`config.mk`:
```
export PLATFORM = sky130hd
export DESIGN_NAME = interface_hcsr04
export DESIGN_NICKNAME = d
export VERILOG_FILES = /design/src/rtl/interface_hcsr04_pkg.sv /design/src/rtl/interface_hcsr04_contador_cm.sv /design/src/rtl/interface_hcsr04.sv
export SDC_FILE = /design/constraint.sdc
export NUM_CORES = 1
export LEC_CHECK = 0
export ABC_CLOCK_PERIOD_IN_PS = 5500
export BUFFER_PORTS_ARGS = -buffer_cell sky130_fd_sc_hd__buf_2
export CORE_AREA = 2 2 79 111
export DETAILED_ROUTE_END_ITERATION = 8
export DIE_AREA = 0 0 81 113
export GPL_TIMING_DRIVEN = 0
export PLACE_DENSITY_LB_ADDON = 0.1
export REMOVE_ABC_BUFFERS = 1
export SLEW_MARGIN = 20
export SYNTH_ARGS = -nofsm -noshare
export SYNTH_HDL_FRONTEND = slang
export SYNTH_SLANG_ARGS = --single-unit
```
`constraint.sdc`:
```
create_clock -name clock -period 5.5 [get_ports clock]
set_input_delay 0.275 -clock clock [delete_from_list [all_inputs] [get_ports clock]]
set_output_delay 0.275 -clock clock [all_outputs]
set_load 0.02 [all_outputs]
```
`src/rtl/interface_hcsr04_pkg.sv`:
```
// Shared definitions for the HC-SR04 interface: state encodings, parameter
// defaults, the timeout error code and the saturating BCD increment.
package interface_hcsr04_pkg;

   typedef enum logic [3:0] {
      INICIAL       = 4'd0,
      PREPARACAO    = 4'd1,
      ENVIA_TRIGGER = 4'd2,
      ESPERA_ECHO   = 4'd3,
      MEDE          = 4'd4,
      ARMAZENA      = 4'd5,
      FINAL_MEDIDA  = 4'd6
   } estado_t;

   localparam int TRIG_CYCLES_DEF    = 500;
   localparam int CM_CYCLES_DEF      = 2941;
   localparam int TIMEOUT_CYCLES_DEF = 1250000;

   localparam logic [11:0] MEDIDA_ERRO     = 12'hFFF;
   localparam logic [11:0] BCD_MAX         = 12'h999;
   localparam logic [3:0]  ESTADO_INVALIDO = 4'hF;

   // Three-digit BCD increment that sticks at 999 instead of wrapping.
   function automatic logic [11:0] bcd_incr_sat(input logic [11:0] v);
      logic [11:0] r;
      r = v;
      if (v == BCD_MAX) begin
         r = v;
      end else if (v[3:0] != 4'd9) begin
         r[3:0] = v[3:0] + 4'd1;
      end else begin
         r[3:0] = 4'd0;
         if (v[7:4] != 4'd9) begin
            r[7:4] = v[7:4] + 4'd1;
         end else begin
            r[7:4]  = 4'd0;
            r[11:8] = v[11:8] + 4'd1;
         end
      end
      return r;
   endfunction

endpackage

```
`src/rtl/interface_hcsr04_contador_cm.sv`:
```
// contador_cm: modulo-CM_CYCLES tick counter feeding a 3-digit BCD counter
// that saturates at 999 centimetres.
module contador_cm
   import interface_hcsr04_pkg::*;
#(
   parameter int CM_CYCLES = CM_CYCLES_DEF
) (
   input  logic        clock,
   input  logic        reset,
   input  logic        zera,
   input  logic        conta,
   output logic [11:0] bcd
);

   localparam int TW = (CM_CYCLES > 1) ? $clog2(CM_CYCLES) : 1;

   logic [TW-1:0] tick_r;
   logic [11:0]   bcd_r;

   // Tick counter wraps once per centimetre of echo and bumps the BCD count.
   always_ff @(posedge clock or negedge reset) begin
      if (!reset) begin
         tick_r <= '0;
         bcd_r  <= 12'h000;
      end else if (zera) begin
         tick_r <= '0;
         bcd_r  <= 12'h000;
      end else if (conta) begin
         if (tick_r == TW'(CM_CYCLES - 1)) begin
            tick_r <= '0;
            bcd_r  <= bcd_incr_sat(bcd_r);
         end else begin
            tick_r <= tick_r + {{(TW-1){1'b0}}, 1'b1};
         end
      end
   end

   assign bcd = bcd_r;

endmodule

```
`src/rtl/interface_hcsr04.sv`:
```
// HC-SR04 driver: trigger pulse, echo timing and BCD centimetre result.
// Optional echo watchdog enabled by defining HCSR04_TIMEOUT_EN.
module interface_hcsr04
   import interface_hcsr04_pkg::*;
#(
   parameter int TRIG_CYCLES    = TRIG_CYCLES_DEF,
   parameter int CM_CYCLES      = CM_CYCLES_DEF,
   parameter int TIMEOUT_CYCLES = TIMEOUT_CYCLES_DEF
) (
   input  logic        clock,
   input  logic        reset,
   input  logic        inicia,
   input  logic        echo,
   output logic        trigger,
   output logic [11:0] medida,
   output logic        pronto,
   output logic        erro,
   output logic [3:0]  db_estado
);

   localparam int TRIG_W = $clog2(TRIG_CYCLES + 1);

   estado_t           estado, estado_prox;
   logic              echo_meta, echo_s;
   logic [TRIG_W-1:0] trig_cnt;
   logic              trig_fim;
   logic              timeout_s;
   logic [3:0]        db_estado_s;
   logic              trigger_r, pronto_r;
   logic [11:0]       medida_r;
   logic [11:0]       bcd;

   // Two-flop synchronizer for the asynchronous echo line.
   always_ff @(posedge clock or negedge reset) begin
      if (!reset) begin
         echo_meta <= 1'b0;
         echo_s    <= 1'b0;
      end else begin
         echo_meta <= echo;
         echo_s    <= echo_meta;
      end
   end

   // State register.
   always_ff @(posedge clock or negedge reset) begin
      if (!reset) estado <= INICIAL;
      else        estado <= estado_prox;
   end

   // Trigger-width counter, restarted for every measurement.
   always_ff @(posedge clock or negedge reset) begin
      if (!reset) begin
         trig_cnt <= '0;
      end else if (estado == PREPARACAO) begin
         trig_cnt <= '0;
      end else if (estado == ENVIA_TRIGGER) begin
         trig_cnt <= trig_cnt + {{(TRIG_W-1){1'b0}}, 1'b1};
      end
   end

   assign trig_fim = (trig_cnt == TRIG_W'(TRIG_CYCLES - 1));

`ifdef HCSR04_TIMEOUT_EN
   localparam int WD_W = $clog2(TIMEOUT_CYCLES + 1);
   logic [WD_W-1:0] wd_cnt;
   logic            erro_r;
   logic            wd_ativo;

   assign wd_ativo  = (estado == ESPERA_ECHO) || (estado == MEDE);
   assign timeout_s = wd_ativo && (wd_cnt == WD_W'(TIMEOUT_CYCLES - 1));

   // Watchdog runs only while waiting for or timing the echo.
   always_ff @(posedge clock or negedge reset) begin
      if (!reset)        wd_cnt <= '0;
      else if (wd_ativo) wd_cnt <= wd_cnt + {{(WD_W-1){1'b0}}, 1'b1};
      else               wd_cnt <= '0;
   end

   // Error flag survives until the next measurement starts.
   always_ff @(posedge clock or negedge reset) begin
      if (!reset)                     erro_r <= 1'b0;
      else if (estado == PREPARACAO)  erro_r <= 1'b0;
      else if (timeout_s)             erro_r <= 1'b1;
   end

   assign erro = erro_r;
`else
   assign timeout_s = 1'b0;
   assign erro      = 1'b0;
`endif

   // Next-state logic; illegal encodings recover to idle and flag 4'hF.
   always_comb begin
      estado_prox = estado;
      db_estado_s = estado;
      case (estado)
         INICIAL: begin
            if (inicia) estado_prox = PREPARACAO;
            else        estado_prox = INICIAL;
         end
         PREPARACAO:    estado_prox = ENVIA_TRIGGER;
         ENVIA_TRIGGER: begin
            if (trig_fim) estado_prox = ESPERA_ECHO;
            else          estado_prox = ENVIA_TRIGGER;
         end
         ESPERA_ECHO: begin
            if (timeout_s)   estado_prox = FINAL_MEDIDA;
            else if (echo_s) estado_prox = MEDE;
            else             estado_prox = ESPERA_ECHO;
         end
         MEDE: begin
            if (timeout_s)    estado_prox = FINAL_MEDIDA;
            else if (!echo_s) estado_prox = ARMAZENA;
            else              estado_prox = MEDE;
         end
         ARMAZENA:      estado_prox = FINAL_MEDIDA;
         FINAL_MEDIDA:  estado_prox = INICIAL;
         default: begin
            estado_prox = INICIAL;
            db_estado_s = ESTADO_INVALIDO;
         end
      endcase
   end

   // Registered outputs decoded from the upcoming state so they align with it.
   always_ff @(posedge clock or negedge reset) begin
      if (!reset) begin
         trigger_r <= 1'b0;
         pronto_r  <= 1'b0;
         medida_r  <= 12'h000;
      end else begin
         trigger_r <= (estado_prox == ENVIA_TRIGGER);
         pronto_r  <= (estado_prox == FINAL_MEDIDA);
         if (estado == ARMAZENA) medida_r <= bcd;
         else if (timeout_s)     medida_r <= MEDIDA_ERRO;
      end
   end

   contador_cm #(
      .CM_CYCLES (CM_CYCLES)
   ) u_contador_cm (
      .clock (clock),
      .reset (reset),
      .zera  (estado == PREPARACAO),
      .conta (estado == MEDE),
      .bcd   (bcd)
   );

   assign trigger   = trigger_r;
   assign pronto    = pronto_r;
   assign medida    = medida_r;
   assign db_estado = db_estado_s;

endmodule

```
==> qor.csv <==
metric,value,unit
result_of_the_run,"complete, no violations",
pin_count_of_the_biggest_net_entering_global_routing,53,
first_iter_violations,98,
layout.area.seq,1300,um2
edff_count_synth,0,
routedWlPerCell,13.8,um
detail_route.vias_per_cell,5.14,
synth.yosys.seq_area_share,49.8,%
timing.reg2reg.worst_path_depth,4,
clkSinkCount,52,
postCtsHoldBufs,0,
drtPass1Iterations,4,
yosysWarningCount,0,
crit_path_end_kind,register,
critical_path_peak_fanout,23,
count_of_h_tree_levels_built_during_cts,2,
globalRoute.totalOverflow,0,
register_bit_total_from_synthesis,52,
power_density,250,nW/um2
setup-tns-final,0,ns
layout_min_cycle_time,2.59,ns
clk-insertion-delay-late,0.29,ns
fillCellCount,855,
drc,0,
grt_antenna_before_repair,0,
cpLargestDelayFamily,simple AND/OR/NAND/NOR gates,
slew_headroom,37.8,%
tightest_slew,0.930,ns
crit_path_top_delay_cell,or4_4,
effective_utilization_at_floorplan,32.3,%
postCtsSetupRepairBufs,0,
critical_path.reg2reg.startpoint,estado[2]$_DFF_PN0_,
timing.critical_path.slowest_cell_delay,0.68,ns
grt_pass1_wl,9330,um
final.setup_skew,0.00574,ns
timing.rr.end,u_contador_cm.bcd[7]$_DFFE_PN0P_,
global_route.usage.total,12.9,%
timing.fmax,0.386,GHz
grt_setup_unrepaired,no,
n_antenna_cell,0,
grt_pass1_vias,1895,
r2r_setup_slack,2.91,ns
syn_area,2620,um2
io-pin-count,23,
port_buffers,21,
hold_class,in2async,
postCtsResizedCells,0,
die_w,81,um
share_of_layout_cells_above_drive_strength_1,16.2,%
drtAntennaViolNets,0,
multi_input_area,1210,um2
cellLeakagePower,1.33,nW
post_synth_num_cell_types,41,
clock_tree_root,clkbuf_16,
synth_commonest_cells,"dfrtp_1 (52), a21oi_1 (21), o21ai_0 (21), nand2_1 (18), nor2_1 (15)",
crit_buf_inv,0,
maxCapViolCount,0,
fp.coreArea,8100,um2
layout-area-overhead-vs-synth,13.8,%
postSynthAreaPerCell,9.79,um2
placementRows,39,
synthCells,267,
wl,5310,um
yosys_most_used_dff,dfrtp_1,
cell_by_cell_listing_of_the_critical_path,"or3b_4, or4_4, or4_1, a21oi_1",
setup_viol,0,
worstSetupPathType,reg2reg,
yosys-top-cells-area,"dfrtp_1 (50%), mux2_2 (4.7%), ha_1 (4.3%)",
worst_setup_hold_path_clk_slew,0.07,ns
place.gp.congestion,0.783,
design.final.nets,296,
place.detailed.hpwl,3640,um
via_count,1984,
die_area,9150,um2
hold_slack,0.0175,ns
final-max-slew-violation-count,0,
synthDominantAreaCellType,dfrtp_1,
die_h,113,um
share_of_the_synthesized_area_in_the_top_cell_type,49.8,%
synthMostInstantiatedCell,dfrtp_1,
number_of_clock_buffers_inserted_by_tritoncts,5,
timing.critical_path.arrival,2.80,ns
irDropWorstVdd,107,uV
async_flop_share,100,%
timing_hold_violations_final,0,
clk_path_buf_depth,2,
cts_tree,yes,
final.period_utilization,47.0,%
critPathRequiredTime,5.71,ns
cp-start-kind,register,
-- metrics by stage --
| step | worst slack (ns) | util, % | power, mW | instances | cell area (um2) |
|---|---|---|---|---|---|
| 2_1_floorplan | 2.87 | - | 0.392 | 253 | 2560 |
| 3_3_place_gp | 1.40 | 34.4 | 0.401 | 376 | 2790 |
| 3_5_place_dp | 2.95 | 34.7 | 0.401 | 378 | 2810 |
| 4_1_cts | 2.92 | 36.7 | 0.759 | 386 | 2980 |
| 5_1_grt | 2.75 | 36.7 | 0.779 | 386 | 2980 |
| 6_report | 2.91 | 36.7 | 0.744 | 386 | 2980 |
-- logic make-up after synthesis --
logic type | synth area share, %
AOI/OAI and AO/OA | 13.5
xor gates and xnor gates | 2.34
adders and majority gates | 4.31
buffers and inverters | 4.12
DFF | 49.8
muxes | 4.74
other | 0.143
and+or+nand+nor | 21.1
-- metal layers --
metal	GRT usage (%)	vias up	wire length, um
met2	21.3	23	2670
met3	3.27	6	139
met1	16.1	966	2420
met5	0	-	0
met4	4.41	0	83
li1	-	989	-
-- cell usage in the layout, fill, tap and decap left out, types with 2 or more instances in the layout --
cell and n:
or3_1 8, nand2_1 18, nor3_1 12, or2_2 2
o22ai_1 2, o31ai_1 4, clkbuf_16 5, dfrtp_1 52
and3b_1 2, ha_1 9, and2_1 2, a21oi_1 21
o21ai_0 21, nor4_1 2, nand4_1 5, or4_1 7
inv_1 13, nand3_1 9, buf_4 3, xor2_1 4
nand4bb_1 2, nor3b_1 2, and3_1 4, nand3b_1 3
nand2b_1 2, mux2_2 11, a31oi_1 6, nor2_1 15
xnor2_1 3, buf_2 20
-- where the power goes --
| group | switching [mW] | leakage [nW] | internal (mW) | total [mW] |
|---|---|---|---|---|
| Combinational | 0.00810 | 0.551 | 0.00125 | 0.00935 |
| Sequential | 0.000436 | 0.702 | 0.383 | 0.383 |
| Clock | 0.137 | 0.0808 | 0.214 | 0.352 |
| Total | 0.146 | 1.33 | 0.598 | 0.744 |
-- layout make-up --
type / instances / area share (%)
multi-input cells: 188 / 40.7
repair buffers: 23 / 4.12
well taps: 102 / 4.29
inverters: 13 / 1.64
clock inverters: 2 / 1.18
flip-flops and latches: 52 / 43.7
clock buffers: 6 / 4.33
-- worst max-delay path by stage --
stage / cells after the start / slack [ns] / from / to
global placement: 3 / 1.40 / estado[0]$_DFF_PN0_ / u_contador_cm.tick_r[0]$_DFFE_PN0P_
floorplan: 3 / 2.87 / estado[0]$_DFF_PN0_ / u_contador_cm.tick_r[0]$_DFFE_PN0P_
finish: 4 / 2.91 / estado[2]$_DFF_PN0_ / u_contador_cm.bcd[7]$_DFFE_PN0P_
detailed placement: 4 / 2.95 / estado[2]$_DFF_PN0_ / u_contador_cm.bcd[7]$_DFFE_PN0P_
global route: 4 / 2.75 / estado[2]$_DFF_PN0_ / u_contador_cm.tick_r[11]$_DFFE_PN0P_
CTS: 4 / 2.92 / estado[2]$_DFF_PN0_ / u_contador_cm.bcd[7]$_DFFE_PN0P_
-- flip-flops by register name (all words and copies together), names as in the netlist, 3 cells and up --
register,cells
medida,12
u_contador_cm.bcd,12
u_contador_cm.tick_r,12
trig_cnt,9
estado,3
No activity file was read; power rests on OpenSTA's default activity.
